==> config.mk <==
export PLATFORM = sky130hd
export DESIGN_NAME = pht_update_queue
export DESIGN_NICKNAME = d
export VERILOG_FILES = /design/src/rtl/pht_update_queue_pkg.sv /design/src/rtl/pht_update_queue_sat_cnt.sv /design/src/rtl/pht_update_queue.sv
export SDC_FILE = /design/constraint.sdc
export NUM_CORES = 1
export LEC_CHECK = 0
export CAP_MARGIN = 20
export CELL_PAD_IN_SITES_DETAIL_PLACEMENT = 0
export CELL_PAD_IN_SITES_GLOBAL_PLACEMENT = 1
export CORE_ASPECT_RATIO = 1.25
export CORE_MARGIN = 5
export CORE_UTILIZATION = 44
export CTS_CLUSTER_DIAMETER = 30
export CTS_CLUSTER_SIZE = 25
export DETAILED_ROUTE_END_ITERATION = 7
export GPL_TIMING_DRIVEN = 0
export PLACE_DENSITY_LB_ADDON = 0.1
export SLEW_MARGIN = 5
export SYNTH_ARGS = -nofsm -noshare
export SYNTH_HDL_FRONTEND = slang
export SYNTH_SLANG_ARGS = --single-unit
==> constraint.sdc <==
create_clock -name clk -period 4.4 [get_ports clk]
set_input_delay 0.88 -clock clk [delete_from_list [all_inputs] [get_ports clk]]
set_output_delay 0.88 -clock clk [all_outputs]
set_load 0.01 [all_outputs]
==> src/rtl/pht_update_queue_pkg.sv <==
// Shared definitions for the PHT update path: table geometry, counter
// encodings and the layout of one pending write.
package pht_update_queue_pkg;

  localparam int PHT_IDX_W   = 11;
  localparam int PHT_CNT_W   = 2;
  localparam int PHT_ENTRIES = 2048;

  typedef enum logic [1:0] {
    SNT = 2'd0,
    WNT = 2'd1,
    WT  = 2'd2,
    ST  = 2'd3
  } pht_cnt_e;

  typedef struct packed {
    logic [PHT_IDX_W-1:0] idx;
    logic [PHT_CNT_W-1:0] cnt;
  } pht_entry_t;

endpackage

==> src/rtl/pht_update_queue_sat_cnt.sv <==
// Combinational saturating up/down counter step: taken moves toward the
// all-ones state, not-taken toward zero, and both ends hold.
module pht_sat_cnt #(
  parameter int CNT_W = 2
) (
  input  logic [CNT_W-1:0] i_base,
  input  logic             i_taken,
  output logic [CNT_W-1:0] o_new
);

  localparam logic [CNT_W-1:0] CNT_MAX = '1;
  localparam logic [CNT_W-1:0] CNT_MIN = '0;

  // Step toward the resolved direction unless already saturated there.
  always_comb begin
    o_new = i_base;
    if (i_taken) begin
      if (i_base != CNT_MAX) o_new = i_base + CNT_W'(1);
    end else begin
      if (i_base != CNT_MIN) o_new = i_base - CNT_W'(1);
    end
  end

endmodule

==> src/rtl/pht_update_queue.sv <==
// Buffers resolved-branch counter updates ahead of the PHT write port.
// New counters are computed from the youngest queued value for the same
// index (or the prediction-time snapshot), no-op writes are dropped, and
// the head drains one entry per cycle unless the write port is stalled.
module pht_update_queue
  import pht_update_queue_pkg::*;
#(
  parameter int DEPTH = 4,
  parameter int IDX_W = PHT_IDX_W,
  parameter int CNT_W = PHT_CNT_W
) (
  input  logic                       clk,
  input  logic                       rst,
  input  logic                       i_upd_vld,
  output logic                       o_upd_rdy,
  input  logic [IDX_W-1:0]           i_upd_idx,
  input  logic                       i_upd_taken,
  input  logic [CNT_W-1:0]           i_upd_cnt,
  input  logic                       i_pht_wr_stall,
  output logic                       o_pht_wren,
  output logic [IDX_W-1:0]           o_pht_widx,
  output logic [CNT_W-1:0]           o_pht_wr_entry,
  output logic [$clog2(DEPTH):0]     o_occupancy
);

  localparam int PTR_W = $clog2(DEPTH);
  localparam logic [PTR_W:0] FULL_CNT = (PTR_W + 1)'(DEPTH);

  logic [IDX_W-1:0] r_idx [DEPTH];
  logic [CNT_W-1:0] r_cnt [DEPTH];
  logic [DEPTH-1:0] r_vld;
  logic [PTR_W-1:0] r_wr_ptr;
  logic [PTR_W-1:0] r_rd_ptr;
  logic [PTR_W:0]   r_count;

  logic             w_head_vld;
  logic [PTR_W-1:0] w_slot;
  logic [CNT_W-1:0] w_base;
  logic [CNT_W-1:0] w_new;
  logic             w_acc;
  logic             w_enq;
  logic             w_deq;
  logic [DEPTH-1:0] w_vld_nxt;

  assign w_head_vld     = r_vld[r_rd_ptr];
  assign o_pht_wren     = w_head_vld & ~i_pht_wr_stall;
  assign o_pht_widx     = w_head_vld ? r_idx[r_rd_ptr] : '0;
  assign o_pht_wr_entry = w_head_vld ? r_cnt[r_rd_ptr] : '0;
  assign o_upd_rdy      = (r_count != FULL_CNT);
  assign o_occupancy    = r_count;

  // Forwarding: walk entries oldest to youngest from the head so the last
  // match wins. The head is included even when it drains this cycle, since
  // the branch unit's snapshot predates that write.
  always_comb begin
    w_base = i_upd_cnt;
    w_slot = '0;
    for (int i = 0; i < DEPTH; i++) begin
      w_slot = r_rd_ptr + PTR_W'(i);
      if (r_vld[w_slot] && (r_idx[w_slot] == i_upd_idx)) begin
        w_base = r_cnt[w_slot];
      end
    end
  end

  pht_sat_cnt #(
    .CNT_W (CNT_W)
  ) u_sat_cnt (
    .i_base  (w_base),
    .i_taken (i_upd_taken),
    .o_new   (w_new)
  );

  assign w_acc = i_upd_vld & o_upd_rdy;
  assign w_enq = w_acc & (w_new != w_base);
  assign w_deq = o_pht_wren;

  // Next valid mask: retire the head, then claim the write slot.
  always_comb begin
    w_vld_nxt = r_vld;
    if (w_deq) w_vld_nxt[r_rd_ptr] = 1'b0;
    if (w_enq) w_vld_nxt[r_wr_ptr] = 1'b1;
  end

  // Queue control state: pointers, occupancy and valid bits.
  always_ff @(posedge clk) begin
    if (rst) begin
      r_wr_ptr <= '0;
      r_rd_ptr <= '0;
      r_count  <= '0;
      r_vld    <= '0;
    end else begin
      r_vld <= w_vld_nxt;
      if (w_enq) r_wr_ptr <= r_wr_ptr + PTR_W'(1);
      if (w_deq) r_rd_ptr <= r_rd_ptr + PTR_W'(1);
      case ({w_enq, w_deq})
        2'b10:   r_count <= r_count + (PTR_W + 1)'(1);
        2'b01:   r_count <= r_count - (PTR_W + 1)'(1);
        default: r_count <= r_count;
      endcase
    end
  end

  // Entry payload storage; contents are only meaningful where valid.
  always_ff @(posedge clk) begin
    if (w_enq) begin
      r_idx[r_wr_ptr] <= i_upd_idx;
      r_cnt[r_wr_ptr] <= w_new;
    end
  end

endmodule

### Yosys cells after proc, flatten, opt, wreduce, memory -nomap -nowiden

Memories as Yosys holds them, arrays and structs flattened. A register that Yosys moved wholly into a read port is not among the register bits.
Index checks and enable logic that the tools add are counted.

* eq/ne operators: 9
* reduce and logical (&&, ||, !) cells: 8
* $lt $le $gt $ge: 7
* muxes and demuxes: 30
* add/sub/neg operators: 8
* bitwise logic cells: 7

Operators by type and width (number)
* $eq A11 B11 Y1: 4
* $mux W2: 12
* $lt A2 B3 Y1 const B: 5
* $mux W11: 1
* $bmux W1 S2: 4
* $mux W1: 8
* $mux W4: 2
* $add A2 B1 Y2 const B: 3
* $logic_and A1 B1 Y1: 6
* $pmux W3 S2: 1
* $add A2 B2 Y2 const B: 2
* $and A4 B4 Y4: 1
* $demux W1 S2: 2
* $ge A2 B1 Y1 const B: 2
* $not A4 Y4: 1
* $or A4 B4 Y4: 1
* $reduce_bool A2 Y1: 2
* $add A3 B1 Y3 const B: 1
* $and A1 B1 Y1: 3
* $ne A3 B3 Y1 const B: 1
* $sub A3 B1 Y3 const B: 1
* $eq A2 B1 Y1 const B: 1
* $eq A2 B2 Y1 const B: 1
* $ne A2 B2 Y1: 1
* other kinds (3): 3

* bits in writable memories: 52
* output and inout port bits: 18
* memories: 2
* bits in registers: 11
* input port bits: 18

Memory list
* r_idx: depth 4, width 11, read ports 4, clocked after Yosys merged registers in 1, write ports 1, line pht_update_queue.sv:29 `logic [IDX_W-1:0] r_idx [DEPTH];`
* r_cnt: depth 4, width 2, read ports 4, clocked after Yosys merged registers in 1, write ports 1, line pht_update_queue.sv:30 `logic [CNT_W-1:0] r_cnt [DEPTH];`

### Logic depth before layout (Yosys ltp)

* depth after elaboration: 14
* depth in mapped cells: 24
* gate-level depth less buffers: 17

### Hierarchy

Synthesis repeated with hierarchy kept, for this count alone.

* cell total of the unflattened synthesis: 370
* area, all modules: 4599.4 µm²

By module, submodules not included
* pht_update_queue: area an instance 4573.1 µm², instances 1, sequential area each 1821.7 µm², cells each 367
* pht_sat_cnt: area an instance 26.3 µm², instances 1, sequential area each 0.0 µm², cells each 3

### Least setup slack after synthesis

No wires, ideal clock.

* path kind: register -> register
* start point: register r_rd_ptr[0]
* end point: register r_count[2], in the netlist o_occupancy[2]
* buffers on the path: 7
* setup slack: -395 ps
* data required time: 4329 ps
* arrival: 4725 ps
* period minus slack after synthesis: 4795 ps
* cell stages (with the launch flop): 25
* path through: dfxtp_1 buf_6 buf_12 buf_6 inv_1 buf_2 ha_1 buf_6 buf_8 buf_6 mux2i_1 nor2_1 o31ai_1 nand4_1 a2111o_1 mux2_2 o21ba_2 nand3b_1 and2_4 inv_1 ha_1 fa_1 xnor2_1 or3_1 a21oi_1

RTL lines
* start: declaration: line pht_update_queue.sv:33 `logic [PTR_W-1:0] r_rd_ptr;`
* start signal: assignment: line pht_update_queue.sv:95 `if (w_deq) r_rd_ptr <= r_rd_ptr + PTR_W'(1);`
* $add A2 B2 Y2 *: line pht_update_queue.sv:59 `w_slot = r_rd_ptr + PTR_W'(i);`
* net w_slot[0]: line pht_update_queue.sv:37 `logic [PTR_W-1:0] w_slot;`
* $mem_v2 Z4 W11 or $bmux W1 S2 (tied branches)
* $eq A11 B11 Y1 or $mux W1 (tied branches): line pht_update_queue.sv:60 `if (r_vld[w_slot] && (r_idx[w_slot] == i_upd_idx)) begin`
* $logic_and A1 B1 Y1: line pht_update_queue.sv:60
* $mux W2 *: line pht_update_queue.sv:60
* $sub A2 B1 Y2 (tied with other cells): line pht_update_queue_sat_cnt.sv:20 `if (i_base != CNT_MIN) o_new = i_base - CNT_W'(1);`
* $mux W2 (on tied branches): line pht_update_queue_sat_cnt.sv:20, pht_update_queue_sat_cnt.sv:18
* $mux W2: line pht_update_queue_sat_cnt.sv:17 `if (i_taken) begin`
* $ne A2 B2 Y1 *: line pht_update_queue.sv:75 `assign w_enq = w_acc & (w_new != w_base);`
* $and A1 B1 Y1 *: line pht_update_queue.sv:75
* $eq A2 B1 Y1 or $eq A2 B2 Y1 (tied branches): line pht_update_queue.sv:96 `case ({w_enq, w_deq})`
* $pmux W3 S2 or $reduce_bool A2 Y1 (tied branches)
* end signal: assignment: line pht_update_queue.sv:97 `2'b10: r_count <= r_count + (PTR_W + 1)'(1);`
* end signal: assignment: line pht_update_queue.sv:98 `2'b01: r_count <= r_count - (PTR_W + 1)'(1);`
* end signal: assignment: line pht_update_queue.sv:99 `default: r_count <= r_count;`
* end: declaration: line pht_update_queue.sv:34 `logic [PTR_W:0] r_count;`

The timed path passes the listed nets; every way through them passes the cells marked *. The select of a mux whose other input is x is not followed.
A chain may end at the register's enable or synchronous reset.

### Final worst setup path

* start point: register r_rd_ptr[1]
* end point: register r_count[2], in the netlist o_occupancy[2]

* longest elaborated chain between the ends: 14

Ends and longest elaborated chain (line)
* $add A2 B1 Y2 or $bmux W1 S2 (tied branches): pht_update_queue.sv:59, pht_update_queue.sv:45, pht_update_queue.sv:60
* $mem_v2 Z4 W11 (tied with other cells)
* $eq A11 B11 Y1 (tied with other cells): pht_update_queue.sv:60
* $logic_and A1 B1 Y1 or $mux W2 (tied branches): pht_update_queue.sv:60
* $mux W2 (3 in a row): pht_update_queue.sv:60
* $sub A2 B1 Y2 (tied with other cells): pht_update_queue_sat_cnt.sv:20
* $mux W2 (on tied branches): pht_update_queue_sat_cnt.sv:20, pht_update_queue_sat_cnt.sv:18
* $mux W2: pht_update_queue_sat_cnt.sv:17
* $ne A2 B2 Y1: pht_update_queue.sv:75
* $and A1 B1 Y1: pht_update_queue.sv:75
* $eq A2 B1 Y1 or $eq A2 B2 Y1 (tied branches): pht_update_queue.sv:96
* $pmux W3 S2 or $reduce_bool A2 Y1 (tied branches)

Parallel ways exist; a longest one is shown, timed or not. The select of a mux whose other input is x is not followed.

==> impl_results.md <==
* Gr ovfl total at 0
* CP arrival at 4820 ps
* Reg-to-reg slack, setup at -170 ps
* Critical Path End: o_occupancy[2]
* Final hold vios at 0
* Placed instance area at 0.00515 mm2
* Commonest non-fill, non-tap cells in the layout: edfxtp_1 (52), mux4_2 (36), clkdlybuf4s50_1 (35)
* Seq. cell area at 0.00183 mm2
* Layout net count at 455
* Pre-CTS setup slack at -945 ps
* Multi-input gate area at 0.00267 mm2
* Final worst setup slack at -166 ps
* Filler cells at 865
* Rows at 41
* Primary FF master, synth: edfxtp_1
* Max-slew violations at 0
* HPWL Detailed at 8.87 mm
* Max VDD drop at 0.184 mV
* TritonCTS clock tree: done
* Met1 Resource Use GR at 27.4%
* Largest net degree at the start of global routing at 20
* Design Power at 0.00190 W
* Pin slew with the least headroom to its limit at 737 ps
* Share of cells above drive strength 1 at 29.2%
* Total power divided by cell area at 329 mW/mm2
* Critical Path RT at 4660 ps
* Worst r2r dst: o_occupancy[2]
* Vias per inst at 5.90
* Wire per inst at 22.8 um
* CP startpoint kind: register
* Average cell area after synthesis at 12.8 um2
* Mapped Cells at 357
* Die W at 101 um
* Crit Path Max Fanout at 6
* Synth Net Count at 385
* Synth unique cells at 53
* Worst reg-to-reg path cell count at 19
* TritonCTS buffer count at 9
* Vias in the first global route at 3482
* DRT antenna net count at 0
* Iteration count of the initial detailed-routing pass at 4
* Sequential cell area fraction in the yosys report at 39.7%
* Clock tree buffer depth at 2
* Root Buffer: clkbuf_16
* Maximum clock rate at 0.219 GHz
* Antenna violations before repair at 0
* Final Critical Period at 4570 ps
* Port bufs at 35
* Skew final at 6.02 ps
* Iter 0 DRT Violations at 189
* Synth Cell Area at 0.00458 mm2
* I/O pins at 36
* Busiest layer in global routing: met2
* EDFF count, synth at 52
* Core Box Area at 0.0102 mm2
* Setup-failing EPs final at 1
* CP Class: register to register
* Max-slew headroom at 50.7%
* Ant diodes at 0
* Worst skew pair latency at 330 ps
* Grt met3 use at 3.25%
* Initial core utilization at 45.1%
* Area delta synth->final at 26.2%
* RSZ-0062 raised after global routing: yes
* Failing checks: setup timing
* Min-delay worst type: register to register
* Commonest non-fill, non-tap cell in the layout: edfxtp_1
* Status: finished with violations
* Leakage at 1.88 nW
* Final GP Congestion at 0.842
* First-pass GRT wire length at 19.7 mm
* Synth top area share at 34.1%
* Reg clk slew, reported paths at 50 ps
* Die area at 0.0126 mm2
* CP endpoint kind: register
* Met2 Use GR at 37.4%
* Die H at 124 um
* Global Route Usage Sum at 21.6%
* Finished Cell Area at 0.00578 mm2
* Max Cap Viol at 0
* Vias at 3308
* Largest area contributor in the netlist: edfxtp_1
* Ranking of synthesized cells by area: edfxtp_1 (34%), mux4_2 (18%), mux2i_1 (7.0%), xnor2_1 (6.7%), dfxtp_1 (5.7%)
* DRC at 0
* Synth Warn # at 0
* Launching point of the worst reg2reg path: r_rd_ptr[1]
* Htree depth at 3
* Setup crit start: r_rd_ptr[1]
* Final Cycle Share at 104%
* Post-CTS Hold Buffers at 0
* Final wirelength at 12.8 mm
* Clk sinks at 65
* Fraction of registers with async set/reset at 0%
* Yosys reg bits at 65
sequential cells by signal, indices dropped and copies added, names as in the netlist, named ones only:
register and cells:
r_wr_ptr 2, r_idx 44, r_rd_ptr 2, r_cnt 8
r_vld 4, o_occupancy 3
per-stage QoR:
step | hold WS, ps | utilization (%) | setup TNS (ps) | instances
after floorplan | 466 | - | -199 | 357
after global placement | 491 | 50.8 | -39160 | 521
after detailed placement | 510 | 50.8 | -37300 | 521
after CTS | 520 | 56.7 | -576 | 560
after global routing | 555 | 56.9 | -492 | 561
final | 527 | 56.9 | -166 | 561
cells in the mapped netlist, types with 2 or more instances:
cell and instances:
o21ai_1 2, mux4_1 3, nand4_1 4, o2bb2ai_1 3
nand2_1 15, buf_1 3, mux4_2 36, buf_6 5
maj3_1 2, a2111oi_0 2, o21ai_0 9, mux2i_1 32
xor2_1 12, nor2_1 14, mux2_2 3, nor2b_1 16
edfxtp_1 52, buf_2 7, clkbuf_1 8, o211ai_1 3
a211o_1 2, o22ai_1 4, nand3_1 6, a21oi_1 7
inv_1 17, nand2b_1 3, a211oi_1 4, ha_1 9
dfxtp_1 13, or3_1 2, xnor2_1 35, nor4_1 2
nor4b_1 2
report_power, final:
| part | internal (W) | switching [W] |
|---|---|---|
| registers | 0.000701 | 0.0000376 |
| clock network | 0.000378 | 0.000257 |
| logic | 0.000278 | 0.000252 |
| total | 0.00136 | 0.000546 |
logic make-up after synthesis:
group / count (synthesis) / synth area share, %
AOI/OAI and AO/OA: 45 / 6.80
xor gates and xnor gates: 47 / 8.98
adders and majority gates: 12 / 3.33
buffers and inverters: 42 / 5.05
DFF: 65 / 39.7
muxes: 75 / 27.5
and+or+nand+nor: 71 / 8.63
how the worst min path moves through the flow:
stage | to | depth (start not counted) | slack (ps) | start
after global routing | o_occupancy[2] | 2 | 560 | o_occupancy[2]
after CTS | o_occupancy[2] | 2 | 520 | o_occupancy[2]
after floorplan | r_vld[3] | 2 | 470 | r_vld[3]
final | o_occupancy[2] | 2 | 530 | o_occupancy[2]
after global placement | o_occupancy[2] | 2 | 490 | o_occupancy[2]
after detailed placement | o_occupancy[2] | 2 | 510 | o_occupancy[2]
layout make-up:
class	instances	area share, %
Buffer	20	2.81
Clock buffer	12	4.09
Clock inverter	4	0.368
Inverter	17	1.41
Multi-Input combinational cell	250	46.1
Sequential cell	65	31.6
Tap cell	129	2.79
Timing Repair Buffer	64	10.8
repair_timing:
| item | 4_1_cts | 5_1_grt |
|---|---|---|
| setup buffers | 24 | 4 |
| endpoints found under the setup margin | 57 | 56 |
| cloned | 1 | 0 |
| pin swaps | 16 | 13 |
| gates resized for setup | 32 | 15 |
critical path: stages, from the launching register on:
cell and delay [ps]:
dfxtp_4 400, buf_12 120, inv_1 70, ha_4 340, buf_12 130, mux4_2 500
xor2_1 150, nor2_1 200, o211ai_1 190, or3b_4 440, o211ai_1 290, o21ba_4 180
nand3b_1 130, and2_4 170, inv_2 40, ha_4 150, fa_2 370, xnor2_2 140
or3_1 360, a21oi_1 120
per-layer routing:
metal,vias up,part of all wire (%),routed length [um]
met5,-,0,0
met4,0,1.9,240
met3,16,4.6,585
met2,89,53,6770
met1,1692,41,5190
li1,1511,-,-
No activity file was read; power rests on OpenSTA's default activity.
